**src/rtl/tone_decoder_if.sv**
```systemverilog
// Tone decoder bus: tone pin toward the decoder, recovered note description back out.
// The decoder takes the master side; the consumer (sequence matcher or bench) takes slave.
interface tone_decoder_if #(
   parameter int HP_W  = 16,
   parameter int CNT_W = 16
);
   logic             tone_in;
   logic             note_valid;
   logic [HP_W-1:0]  note_halfperiod;
   logic [CNT_W-1:0] note_cycles;
   logic             tone_active;

   modport master (
      input  tone_in,
      output note_valid,
      output note_halfperiod,
      output note_cycles,
      output tone_active
   );

   modport slave (
      output tone_in,
      input  note_valid,
      input  note_halfperiod,
      input  note_cycles,
      input  tone_active
   );
endinterface

```
**src/rtl/tone_decoder.sv**
```systemverilog
// Square-wave tone decoder: measures high time per cycle, groups matching cycles into notes.
// Optional TONE_DECODER_GLITCH_FILTER_EN adds a 3-tap majority filter ahead of edge detection.
module tone_decoder #(
   parameter int HP_W       = 16,
   parameter int CNT_W      = 16,
   parameter int TOL        = 4,
   parameter int MIN_CYCLES = 2
) (
   input  logic           hwclk,
   input  logic           rst_n,
   tone_decoder_if.master bus
);
   localparam int LW = HP_W + 2;

   localparam logic [HP_W-1:0]  HP_ZERO  = {HP_W{1'b0}};
   localparam logic [HP_W-1:0]  HP_ONE   = HP_W'(1);
   localparam logic [HP_W-1:0]  HP_MAX   = {HP_W{1'b1}};
   localparam logic [HP_W:0]    TOL_HP   = (HP_W+1)'(TOL);
   localparam logic [LW-1:0]    L_ZERO   = {LW{1'b0}};
   localparam logic [LW-1:0]    L_ONE    = LW'(1);
   localparam logic [LW-1:0]    L_MAX    = {LW{1'b1}};
   localparam logic [LW-1:0]    TOL_L    = LW'(TOL);
   localparam logic [CNT_W-1:0] CNT_ZERO = {CNT_W{1'b0}};
   localparam logic [CNT_W-1:0] CNT_ONE  = CNT_W'(1);
   localparam logic [CNT_W-1:0] CNT_MAX  = {CNT_W{1'b1}};
   localparam logic [CNT_W-1:0] CNT_MIN  = CNT_W'(MIN_CYCLES);

   typedef enum logic [1:0] {
      ST_IDLE = 2'd0,
      ST_HIGH = 2'd1,
      ST_LOW  = 2'd2
   } state_t;

   function automatic logic maj3(input logic a, input logic b, input logic c);
      return (a & b) | (a & c) | (b & c);
   endfunction

   // Magnitude of a - b, evaluated one bit wider so the sign is never lost.
   function automatic logic [HP_W:0] abs_diff(input logic [HP_W-1:0] a, input logic [HP_W-1:0] b);
      logic [HP_W:0] d;
      d = {1'b0, a} - {1'b0, b};
      if (d[HP_W]) begin
         return ~d + (HP_W+1)'(1);
      end else begin
         return d;
      end
   endfunction

   logic s1_q, s2_q, s3_q;
   logic lvl_s, lvl_prev_s, rise_s, fall_s;

`ifdef TONE_DECODER_GLITCH_FILTER_EN
   logic s4_q, f1_q, f2_q;
   assign lvl_s      = f1_q;
   assign lvl_prev_s = f2_q;
`else
   assign lvl_s      = s2_q;
   assign lvl_prev_s = s3_q;
`endif

   assign rise_s = lvl_s & ~lvl_prev_s;
   assign fall_s = ~lvl_s & lvl_prev_s;

   state_t           state_q, state_d;
   logic [HP_W-1:0]  hcnt_q, hcnt_d;
   logic [LW-1:0]    lcnt_q, lcnt_d;
   logic [HP_W-1:0]  ref_q, ref_d;
   logic [CNT_W-1:0] cyc_q, cyc_d;
   logic             nv_q, nv_d;
   logic [HP_W-1:0]  nhp_q, nhp_d;
   logic [CNT_W-1:0] ncyc_q, ncyc_d;
   logic             act_q, act_d;
   logic             end_note_s;
   logic [LW-1:0]    silence_lim_s;

   assign silence_lim_s = {1'b0, ref_q, 1'b0} + TOL_L;

   // Next-state, measurement and note-emit logic.
   always_comb begin
      state_d    = state_q;
      hcnt_d     = hcnt_q;
      lcnt_d     = lcnt_q;
      ref_d      = ref_q;
      cyc_d      = cyc_q;
      end_note_s = 1'b0;
      case (state_q)
         ST_IDLE: begin
            if (rise_s) begin
               state_d = ST_HIGH;
               hcnt_d  = HP_ONE;
            end else begin
               state_d = ST_IDLE;
            end
         end
         ST_HIGH: begin
            if (fall_s) begin
               if (cyc_q == CNT_ZERO) begin
                  ref_d = hcnt_q;
                  cyc_d = CNT_ONE;
               end else if (abs_diff(hcnt_q, ref_q) <= TOL_HP) begin
                  cyc_d = (cyc_q == CNT_MAX) ? cyc_q : cyc_q + CNT_ONE;
               end else begin
                  end_note_s = 1'b1;
                  ref_d      = hcnt_q;
                  cyc_d      = CNT_ONE;
               end
               state_d = ST_LOW;
               lcnt_d  = L_ONE;
            end else if (hcnt_q == HP_MAX) begin
               // Stuck-high line: give up on this cycle rather than wait for a fall.
               end_note_s = 1'b1;
               cyc_d      = CNT_ZERO;
               state_d    = ST_IDLE;
            end else begin
               hcnt_d = hcnt_q + HP_ONE;
            end
         end
         ST_LOW: begin
            if (rise_s) begin
               state_d = ST_HIGH;
               hcnt_d  = HP_ONE;
            end else if (lcnt_q >= silence_lim_s) begin
               end_note_s = 1'b1;
               cyc_d      = CNT_ZERO;
               state_d    = ST_IDLE;
            end else begin
               lcnt_d = (lcnt_q == L_MAX) ? lcnt_q : lcnt_q + L_ONE;
            end
         end
         default: begin
            state_d = ST_IDLE;
            hcnt_d  = HP_ZERO;
            lcnt_d  = L_ZERO;
            ref_d   = HP_ZERO;
            cyc_d   = CNT_ZERO;
         end
      endcase

      // The ending note is always the one held in ref_q/cyc_q before this cycle's update.
      nv_d = end_note_s && (cyc_q >= CNT_MIN);
      if (nv_d) begin
         nhp_d  = ref_q;
         ncyc_d = cyc_q;
      end else begin
         nhp_d  = nhp_q;
         ncyc_d = ncyc_q;
      end
      act_d = (cyc_q != CNT_ZERO);
   end

   // Synchronizer, optional filter, FSM and registered outputs.
   always_ff @(posedge hwclk or negedge rst_n) begin
      if (!rst_n) begin
         s1_q    <= 1'b0;
         s2_q    <= 1'b0;
         s3_q    <= 1'b0;
`ifdef TONE_DECODER_GLITCH_FILTER_EN
         s4_q    <= 1'b0;
         f1_q    <= 1'b0;
         f2_q    <= 1'b0;
`endif
         state_q <= ST_IDLE;
         hcnt_q  <= HP_ZERO;
         lcnt_q  <= L_ZERO;
         ref_q   <= HP_ZERO;
         cyc_q   <= CNT_ZERO;
         nv_q    <= 1'b0;
         nhp_q   <= HP_ZERO;
         ncyc_q  <= CNT_ZERO;
         act_q   <= 1'b0;
      end else begin
         s1_q    <= bus.tone_in;
         s2_q    <= s1_q;
         s3_q    <= s2_q;
`ifdef TONE_DECODER_GLITCH_FILTER_EN
         s4_q    <= s3_q;
         f1_q    <= maj3(s2_q, s3_q, s4_q);
         f2_q    <= f1_q;
`endif
         state_q <= state_d;
         hcnt_q  <= hcnt_d;
         lcnt_q  <= lcnt_d;
         ref_q   <= ref_d;
         cyc_q   <= cyc_d;
         nv_q    <= nv_d;
         nhp_q   <= nhp_d;
         ncyc_q  <= ncyc_d;
         act_q   <= act_d;
      end
   end

   assign bus.note_valid      = nv_q;
   assign bus.note_halfperiod = nhp_q;
   assign bus.note_cycles     = ncyc_q;
   assign bus.tone_active     = act_q;
endmodule

```
**src/flat_wrapper.sv**
```systemverilog
// flat-port wrapper written by rule: the top's interface ports become plain ports
module tone_decoder_flat 
#(
   parameter int HP_W       = 16,
   parameter int CNT_W      = 16,
   parameter int TOL        = 4,
   parameter int MIN_CYCLES = 2
)
  (hwclk, rst_n, bus_tone_in, bus_note_valid, bus_note_halfperiod, bus_note_cycles, bus_tone_active);
  tone_decoder_if #(.HP_W(HP_W), .CNT_W(CNT_W)) bus_i ();
  input  logic hwclk;
  input  logic rst_n;
  input wire logic [$bits(bus_i.tone_in)-1:0] bus_tone_in;
  output wire logic [$bits(bus_i.note_valid)-1:0] bus_note_valid;
  output wire logic [$bits(bus_i.note_halfperiod)-1:0] bus_note_halfperiod;
  output wire logic [$bits(bus_i.note_cycles)-1:0] bus_note_cycles;
  output wire logic [$bits(bus_i.tone_active)-1:0] bus_tone_active;
  assign bus_i.tone_in = bus_tone_in;
  assign bus_note_valid = bus_i.note_valid;
  assign bus_note_halfperiod = bus_i.note_halfperiod;
  assign bus_note_cycles = bus_i.note_cycles;
  assign bus_tone_active = bus_i.tone_active;
  tone_decoder #(.HP_W(HP_W), .CNT_W(CNT_W), .TOL(TOL), .MIN_CYCLES(MIN_CYCLES)) u_core (.hwclk(hwclk), .rst_n(rst_n), .bus(bus_i));
endmodule
```
**config.mk**
```make
export PLATFORM = sky130hd
export DESIGN_NAME = tone_decoder_flat
export DESIGN_NICKNAME = d
export VERILOG_FILES = /design/src/rtl/tone_decoder_if.sv /design/src/rtl/tone_decoder.sv /design/src/flat_wrapper.sv
export SDC_FILE = /design/constraint.sdc
export NUM_CORES = 1
export LEC_CHECK = 0
export ABC_AREA = 1
export CAP_MARGIN = 25
export CORE_ASPECT_RATIO = 1.25
export CORE_MARGIN = 2
export CORE_UTILIZATION = 31
export CTS_CLUSTER_DIAMETER = 80
export DETAILED_ROUTE_END_ITERATION = 7
export HOLD_SLACK_MARGIN = 0.02
export PLACE_DENSITY = 0.53
export SYNTH_ARGS = -nofsm -noshare
export SYNTH_HDL_FRONTEND = slang
export SYNTH_SLANG_ARGS = --single-unit
export TNS_END_PERCENT = 10
```
**constraint.sdc**
```tcl
create_clock -name hwclk -period 3.6 [get_ports hwclk]
set_input_delay 0.54 -clock hwclk [delete_from_list [all_inputs] [get_ports hwclk]]
set_output_delay 0.54 -clock hwclk [all_outputs]
set_load 0.01 [all_outputs]
```
# After elaboration in Yosys (flattened, before gate mapping)
# Cells that the tools add are included.
[op_classes]
n_addsub = 6
n_lt_le_gt_ge = 3
n_eq_ne = 17
n_mux = 38
bitwise = 7
reduce_logical = 10
[op_table]
columns = ["cell", "n"]
rows = [
  ["16-bit two-way mux", 13],
  ["18-bit two-way mux", 4],
  ["17-bit two-way mux", 4],
  ["16-bit one-hot mux with 2 select lines", 2],
  ["18-bit one-hot mux with 3 select lines", 1],
  ["16-bit one-hot mux with 3 select lines", 1],
  ["16-bit by 1-bit adder with 16-bit output, second input constant", 2],
  ["16-bit == test, second input constant", 2],
  ["17-bit by 3-bit adder with 18-bit output, second input constant", 1],
  ["18-bit by 1-bit adder with 18-bit output, second input constant", 1],
  ["18-bit == test, second input constant", 1],
  ["18-bit >= comparator", 1],
  ["17-bit by 1-bit adder with 17-bit output, second input constant", 1],
  ["17-bit by 3-bit less-or-equal comparator with 1-bit output, second input constant", 1],
  ["17-bit inverter", 1],
  ["16-bit by 16-bit subtractor with 17-bit output", 1],
  ["16-bit by 2-bit >= comparator with 1-bit output, second input constant", 1],
  ["16-bit logical NOT", 1],
  ["16-bit nonzero test", 1],
  ["2-bit inequality test, second input constant", 5],
  ["5-bit AND reduction", 2],
  ["2-bit two-way mux", 4],
  ["1-bit two-way mux", 7],
  ["2-bit by 1-bit inequality test with 1-bit output, second input constant", 3],
  ["other kinds (14)", 20],
]
[word_totals]
register_bits = 105
output_inout_bits = 34
wordCells = 93

# Longest topological paths before layout
# Gate-level depths: netlist of run 1.
[depth]
ltp_word = 13
ltp_mapped = 27
ltp_nobuf = 26

# Worst setup path after synthesis of run 1
# OpenSTA, ideal clock, no wires.
[synth_path]
path_kind = "register to register"
start = "reg u_core.ref_q[1]"
end = "reg u_core.lcnt_q[5]"
setup_time_ns = 0.132
t_arrival_ns = 3.105
slack_ns = 0.363
stages_incl_launch_ff = 26
path_buffers = 1
period_less_slack_ns = 3.237
path_cell_list = "dfrtp_1 > inv_1 > nor3_1 > nand2_1 > nor2_1 > nand3_1 > nor2_1 > nand3_1 > nor2_1 > xor2_1 > ha_1 > a21oi_1 > o21ai_0 > a31oi_1 > nand2_1 > nand3_1 > nand2_1 > nand2_1 > nand2_1 > nand2_1 > nand2_1 > buf_2 > nor3_1 > nand3_1 > nand2_1 > nor2_1"
[synth_between]
elab_chain_len = 4
[synth_rtl]
columns = ["element", "line_no", "text"]
rows = [
  ["start, declared", "tone_decoder.sv:67", "logic [HP_W-1:0] ref_q, ref_d;"],
  ["start signal, assigned", "tone_decoder.sv:183", "ref_q <= ref_d;"],
  ["17-bit by 3-bit adder with 18-bit output", "tone_decoder.sv:76", "assign silence_lim_s = {1'b0, ref_q, 1'b0} + TOL_L;"],
  ["18-bit >= comparator", "tone_decoder.sv:122", "end else if (lcnt_q >= silence_lim_s) begin"],
  ["2-bit inequality test (no line)", "-", ""],
  ["5-bit AND reduction (no line)", "-", ""],
  ["end signal, assigned", "tone_decoder.sv:182", "lcnt_q <= lcnt_d;"],
  ["end, declared", "tone_decoder.sv:66", "logic [LW-1:0] lcnt_q, lcnt_d;"],
]
# Every way passes these cells.
# A chain may end at the register's enable or synchronous reset.

# Worst setup path in the final report of run 1
[layout_path]
start = "reg u_core.hcnt_q[0]"
end = "reg u_core.cyc_q[6]"
[layout_between]
elab_chain_len = 12
word_cells_on_any_way = 16
classes_between = "add/sub (2); order compare (1); eq/ne (3); mux (8); bitwise (1); reduce/logical (1)"
[layout_rtl]
columns = ["element", "line_no", "text"]
rows = [
  ["start, declared", "tone_decoder.sv:65", "logic [HP_W-1:0] hcnt_q, hcnt_d;"],
  ["start signal, assigned", "tone_decoder.sv:181", "hcnt_q <= hcnt_d;"],
  ["16-bit by 16-bit subtractor with 17-bit output", "tone_decoder.sv:41", "d = {1'b0, a} - {1'b0, b};"],
  ["17-bit inverter", "tone_decoder.sv:43", "return ~d + (HP_W+1)'(1);"],
  ["17-bit by 1-bit adder with 17-bit output", "tone_decoder.sv:43", ""],
  ["17-bit two-way mux", "tone_decoder.sv:42", "if (d[HP_W]) begin"],
  ["17-bit two-way mux", "tone_decoder.sv:97", "if (cyc_q == CNT_ZERO) begin"],
  ["17-bit two-way mux", "tone_decoder.sv:96", "if (fall_s) begin"],
  ["17-bit two-way mux", "tone_decoder.sv:86", "case (state_q)"],
  ["17-bit by 3-bit less-or-equal comparator with 1-bit output", "tone_decoder.sv:100", "end else if (abs_diff(hcnt_q, ref_q) <= TOL_HP) begin"],
  ["16-bit two-way mux", "tone_decoder.sv:100", ""],
  ["16-bit two-way mux", "tone_decoder.sv:97", ""],
  ["16-bit two-way mux", "tone_decoder.sv:96", ""],
  ["16-bit one-hot mux with 3 select lines", "tone_decoder.sv:86", ""],
  ["end signal, assigned", "tone_decoder.sv:184", "cyc_q <= cyc_d;"],
  ["end, declared", "tone_decoder.sv:68", "logic [CNT_W-1:0] cyc_q, cyc_d;"],
]
# Several ways; a longest one is shown, not always the timed one. The select of a mux whose other input is x is not followed.

==> results of run 1 <==
[worst max-delay path: stages (launching register included)]
cell        delay, ps
dfrtp_1           400
inv_2              90
ha_4              130
inv_2              40
fa_2              430
inv_2              90
nand2_4            60
a21oi_2           180
nand3_2           140
nor2_4            130
nand2_1            80
nor2_2            140
nand2_1           100
nand3_2           110
o21ai_1            90
nor2_2            100
nand2_2            90
nor2_4            110
nand4_1           180
nand2_2           210
clkinvlp_4        220
nand2_1           110
nand2_1            50
[sequential cells by signal (all words and copies together) (netlist names)]
name and cells:
u_core.lvl_s 1, u_core.bus.note_valid 1, u_core.state_q 2, u_core.hcnt_q 16, u_core.lvl_prev_s 1, u_core.s1_q 1
u_core.bus.note_halfperiod 16, u_core.ref_q 16, u_core.lcnt_q 18, u_core.cyc_q 16, u_core.bus.note_cycles 16, u_core.bus.tone_active 1
[per-layer routing]
metal  GRT usage [%]  wire length (um)  vias up
li1                -                 -     3743
met1            19.4              9320     3285
met2            29.5             10500       81
met3            1.84               318       37
met4            6.35               642        0
met5               0                 0        -
[what timing repair did]
action / CTS / global route
setup buffers: 0 / 6
resized for setup: 0 / 65
endpoints found under the setup margin: 0 / 82
[cells in the mapped netlist, types with 2 or more instances]
cell type	instances
nor3_1	24
nor3b_1	4
o31ai_1	2
nand2_1	354
ha_1	43
a211oi_1	4
and2_1	2
nand3b_1	20
nor4_1	6
nand3_2	8
inv_2	4
inv_1	138
nand2_4	3
xor2_1	27
nor2_4	4
a21oi_1	34
a2bb2oi_1	2
o22ai_1	2
o21ai_0	29
xnor2_1	7
dfrtp_1	105
clkbuf_1	13
buf_2	6
buf_6	3
buf_4	3
a31oi_1	3
nand3_1	107
nor2_1	100
nand2_2	31
nand4_1	17
nor2_2	4
[path summary, 6_finish.rpt]
path,start,end,slack (ps),cells after the start
max in group asynchronous,rst_n,u_core.hcnt_q[13]$_DFFE_PN0P_,2600,2
max reg2reg,u_core.hcnt_q[0]$_DFFE_PN0P_,u_core.cyc_q[6]$_DFFE_PN0P_,230,22
min,rst_n,u_core.ref_q[8]$_DFFE_PN0P_,190,1
min reg2reg,u_core.s1_q$_DFF_PN0_,u_core.lvl_s$_DFF_PN0_,370,0
min in group hwclk,u_core.s1_q$_DFF_PN0_,u_core.lvl_s$_DFF_PN0_,370,0
max,u_core.hcnt_q[0]$_DFFE_PN0P_,u_core.cyc_q[6]$_DFFE_PN0P_,230,22
[power by group through the flow]
stage	Combinational, W	Clock [W]	Sequential [W]
2_1_floorplan	0.00150	0	0.00125
3_3_place_gp	0.00201	0	0.00124
3_5_place_dp	0.00203	0	0.00124
4_1_cts	0.00204	0.00106	0.00122
5_1_grt	0.00260	0.00110	0.00123
6_report	0.00231	0.00103	0.00122
[through the flow]
step           utilization [%]  hold WS [ps]  cells
6_report                  38.3           185   1531
5_1_grt                   38.3           230   1531
4_1_cts                   37.0           205   1523
3_5_place_dp              35.7           352   1507
3_3_place_gp              35.7           352   1507
2_1_floorplan                -           244   1121
[cell families (layout without fill, tap and decap cells)]
family	Yosys count	count (layout)	synth area share, %
XOR/XNOR	35	35	4.05
buffers and inverters	169	249	8.96
flip-flops	105	105	33.9
AO/OA/AOI/OAI	83	83	6.04
adder cells (fa/ha/maj)	44	44	7.20
AND/OR/NAND/NOR	685	685	39.8
[area by class of cell]
cell class	count	share of cell area, %
multi-input combinational	847	49.5
timing repair inverter	1	0.0800
clock inverter	7	0.973
sequential	105	28.0
tap	330	4.40
clock buffer	9	2.40
inverter	143	5.81
timing repair buffer	89	8.81
==> flow_summary.toml, run 1 <==
[floorplan]
pin_count = 37
initial_core_util_pct = 31.6
die_h_um = 181
core_area_um2 = 24500
die_x_um = 145
row_count = 64
die-area_um2 = 26300

[place]
portBuffers = 36
place_worst_setup_slack_ps = 63.7
place_hpwl_um = 16300
place_area_um2 = 8760
routabilityCongestion = 0.818

[global_route]
grt_pass1_vias = 7019
antenna_found_initial = 0
track_usage_pct = 16.2
grt_remaining_overflow = 0
grt_max_degree = 47
grt_pass1_wl_um = 34700

[sta]
setup_ws_ps = 226
worst-slew-pin-transition_ps = 634
period_minus_slack_ps = 3370
fmax_ghz = 0.296
tns_ps = 0
hold_viol_final = 0
slew-limit-headroom_pct = 57.7
setup_viol = 0
finalCritPeriodShare_pct = 93.7
fin_worst_skew_ps = 19.2
drv_slew = 0
rsz0062_at_grt = "yes"

[synth]
synth_warnings = 0
syn_area_um2 = 7750
synthArstFlopShare_pct = 100
ys_seq_elements = 105
synthDominantCellAreaShare_pct = 33.9
postSynthCellCount = 1121
synth_edf_count = 0
synth.area.top_cells = "dfrtp_1 34%, nand2_1 17%, ha_1 6.9%, nand3_1 6.9%, inv_1 6.7%"
synth_top_cell_by_area = "dfrtp_1"
postSynth.topFlopCell = "dfrtp_1"
synth_fp_nets = 1168
ys_types = 43
avgSynthCellArea_um2 = 6.91
yosysSeqAreaShare_pct = 33.9

[outcome]
status = "finished, final reports clean"

[route]
routedWlPerCell_um = 13.5
first_iter_violations = 306
ant_nets = 0
totalWireLength_um = 20700
dr.pass1.iters = 5
viasPerCell = 4.67
drc_errors = 0
dr_total_vias = 7146

[finish]
final_cell_mix = "345 x nand2_1, 134 x inv_1, 104 x dfrtp_1"
layout_commonest_cell = "nand2_1"
syn2layout_area_growth_pct = 21.2
register_area_um2 = 2630
multi_input_area_um2 = 4650
design_area_um2 = 9390
nFillCells = 2629
drive_gt1_share_pct = 15.0
nets = 1243
num_antenna_cells = 0

[power]
total_leakage_power_nw = 4.72
pwr-share-seq_pct = 26.8
comb_power_share_pct = 50.7
power_w = 0.00456
p_int_w = 0.00255
p_sw_share_pct = 44.2
p_switching_w = 0.00202
powerDensity_nw_per_um2 = 486
vdd_drop_max_v = 0.000189
p_clk_share_pct = 22.5

[clock_network]
clockRootBuffer = "clkbuf_16"
clock-sinks = 105
tritoncts.num_buffers = 9
cts_hold_buf = 0
ctsLongestPathBuffers = 2
htreeDepth = 3
clk_latency_ps = 370
cts_tree = "built"
path_clk_slew_ps = 80

[min_path]
hp-class = "in -> async"

[setup_path]
worstSetupEndpointType = "flip-flop"
arrival_ps = 3640
critPathLaunchType = "flip-flop"
critPathMaxFanout = 7
required_ps = 3860
critPathKind = "reg -> reg"

[flow_run]
max-cap-violations = 0
(Power assumes the default switching activity.)
==> inputs of run 2 (changes only) <==
==> constraint.sdc (replaced) <==
create_clock -name hwclk -period 4.14 [get_ports hwclk]
set_input_delay 0.621 -clock hwclk [delete_from_list [all_inputs] [get_ports hwclk]]
set_output_delay 0.621 -clock hwclk [all_outputs]
set_load 0.01 [all_outputs]
==> run 2 against run 1 <==
Against the previous run:
- largest cell class unchanged
- first-iteration DRC count rose by 33%
- clock power shrank 5%
- non-clock buffer count is 39 lower
- via count decreased by 0.69%
- register-to-register slack better by 250 ps
- largest power group unchanged
- sequential cell count did not move
- maximum frequency decreased by 8.0%
- critical path depth up 1
- highest routed layer unchanged
- routed wire length decreased by 1.4%
- cell count is 2.6% lower
- combinational power decreased by 27%
==> flow_summary.toml, run 2 (same netlist as run 1, synthesis figures left out) <==
[outcome]
status = "finished, final reports clean"

[sta]
tns_ps = 0
drv_slew = 0
fin_worst_skew_ps = 12.8
fmax_ghz = 0.273
period_minus_slack_ps = 3670
hold_viol_final = 0
finalCritPeriodShare_pct = 88.6
slew-limit-headroom_pct = 42.9
rsz0062_at_grt = "no"
setup_viol = 0
hold_slack_ps = 351
worst-slew-pin-transition_ps = 857

[floorplan]
row_count = 64
die_h_um = 181
pin_count = 37
die_x_um = 145
core_area_um2 = 24500
die-area_um2 = 26300
initial_core_util_pct = 31.6

[route]
routedWlPerCell_um = 13.7
totalWireLength_um = 20400
first_iter_violations = 408
dr.pass1.iters = 5
viasPerCell = 4.76
ant_nets = 0
drc_errors = 0
dr_total_vias = 7097

[setup_path]
cp-endpoint = "u_core.lcnt_q[3]$_DFFE_PN0P_"
reg2reg_from = "u_core.ref_q[1]$_DFFE_PN0P_"
critPathLaunchType = "flip-flop"
arrival_ps = 3910
crit_start = "u_core.ref_q[1]$_DFFE_PN0P_"
timing.rr.end = "u_core.lcnt_q[3]$_DFFE_PN0P_"
critPathMaxFanout = 8
reg2reg_depth = 23
required_ps = 4380
rrSetupSlack_ps = 470
worstSetupEndpointType = "flip-flop"
critPathKind = "reg -> reg"

[finish]
drive_gt1_share_pct = 8.44
syn2layout_area_growth_pct = 14.1
multi_input_area_um2 = 4440
final_util_pct = 36.1
nets = 1203
num_antenna_cells = 0
register_area_um2 = 2630
nFillCells = 2635
layout_commonest_cell = "nand2_1"
top_register = "u_core.lcnt_q"
final_cell_mix = "352 x nand2_1, 136 x inv_1, 107 x nand3_1"
largest_reg_flops = 18

[power]
powerDensity_nw_per_um2 = 421
total_leakage_power_nw = 4.42
vdd_drop_max_v = 0.000166
power_w = 0.00372

[place]
portBuffers = 36
place_hpwl_um = 16100
routabilityCongestion = 0.825

[min_path]
hp-class = "in -> async"

[global_route]
track_usage_pct = 16.1
grt_pass1_wl_um = 34700
grt_max_degree = 66
grt_pass1_vias = 6990
grt_remaining_overflow = 0
antenna_found_initial = 0

[clock_network]
ctsLongestPathBuffers = 2
clock-sinks = 105
clockRootBuffer = "clkbuf_16"
cts_tree = "built"
htreeDepth = 3
path_clk_slew_ps = 80
clk_latency_ps = 360
tritoncts.num_buffers = 9
cts_hold_buf = 0

[flow_run]
max-cap-violations = 0
-- run 2: cell types whose count changed in the layout (fill, tap and decap cells not counted), sizes merged --
cell | previous run | this run
bufinv | 0 | 2
buf | 53 | 15
clkinvlp | 2 | 3
clkbuf | 10 | 9
clkinv | 5 | 1
-- run 2: cell type report --
class / instances / share of cell area, %
inverter: 143 / 6.19
tap: 330 / 4.67
timing repair buffer: 50 / 5.28
clock inverter: 7 / 1.27
sequential: 105 / 29.7
clock buffer: 9 / 2.55
multi-input combinational: 847 / 50.3
-- run 2: through the flow --
step / setup slack [ps] / instance area (um^2) / instances
6_report: 473 / 8840 / 1491
5_1_grt: 60.8 / 8840 / 1491
4_1_cts: 133 / 8800 / 1490
3_5_place_dp: 173 / 8460 / 1474
3_3_place_gp: 290 / 8450 / 1473
2_1_floorplan: 903 / 7750 / 1121
-- run 2: worst min path at each step --
stage / to / cells past startpoint / from
detailed placement: u_core.lvl_s$_DFF_PN0_ / 0 / u_core.s1_q$_DFF_PN0_
global route: u_core.lvl_s$_DFF_PN0_ / 0 / u_core.s1_q$_DFF_PN0_
global placement: u_core.lvl_s$_DFF_PN0_ / 0 / u_core.s1_q$_DFF_PN0_
CTS: u_core.lvl_s$_DFF_PN0_ / 0 / u_core.s1_q$_DFF_PN0_
finish: u_core.bus.note_halfperiod[4]$_DFFE_PN0P_ / 1 / rst_n
floorplan: u_core.bus.note_cycles[0]$_DFFE_PN0P_ / 0 / rst_n
-- run 2: per-layer routing --
metal,global-route usage (%),part of all wire (%),vias to the layer above
li1,-,-,3660
met1,20.0,45,3293
met2,28.3,50,111
met3,1.64,2.2,33
met4,6.98,3.6,0
met5,0,0,-
-- run 2: timing repair --
action / in CTS / in global routing
setup endpoints to repair: 0 / 63
hold endpoints to repair: 0 / 0
resized for setup: 0 / 8
buffers inserted: 0 / 1
-- run 2: report_power, final --
group | switching (W) | internal, W | total, W | leakage, nW
Sequential | 0.0000229 | 0.00104 | 0.00107 | 1.46
Clock | 0.000433 | 0.000545 | 0.000978 | 0.161
Combinational | 0.00115 | 0.000531 | 0.00168 | 2.81
Total | 0.00160 | 0.00212 | 0.00372 | 4.42
-- run 2: worst max-delay path, stage by stage (launching register included) --
cell	delay, ps
dfrtp_1	350
inv_1	100
nor3_2	250
nand2_1	80
nor2_1	170
nand3_1	160
nor2_2	150
nand3_1	100
nor2_1	170
xor2_1	170
ha_1	260
a21oi_1	140
o21ai_0	90
a31oi_1	140
nand2_1	80
nand3_1	60
nand2_1	50
nand2_1	60
nand2_1	60
nand2_1	100
nand2_2	140
nor2_1	360
buf_4	230
nor3b_1	60
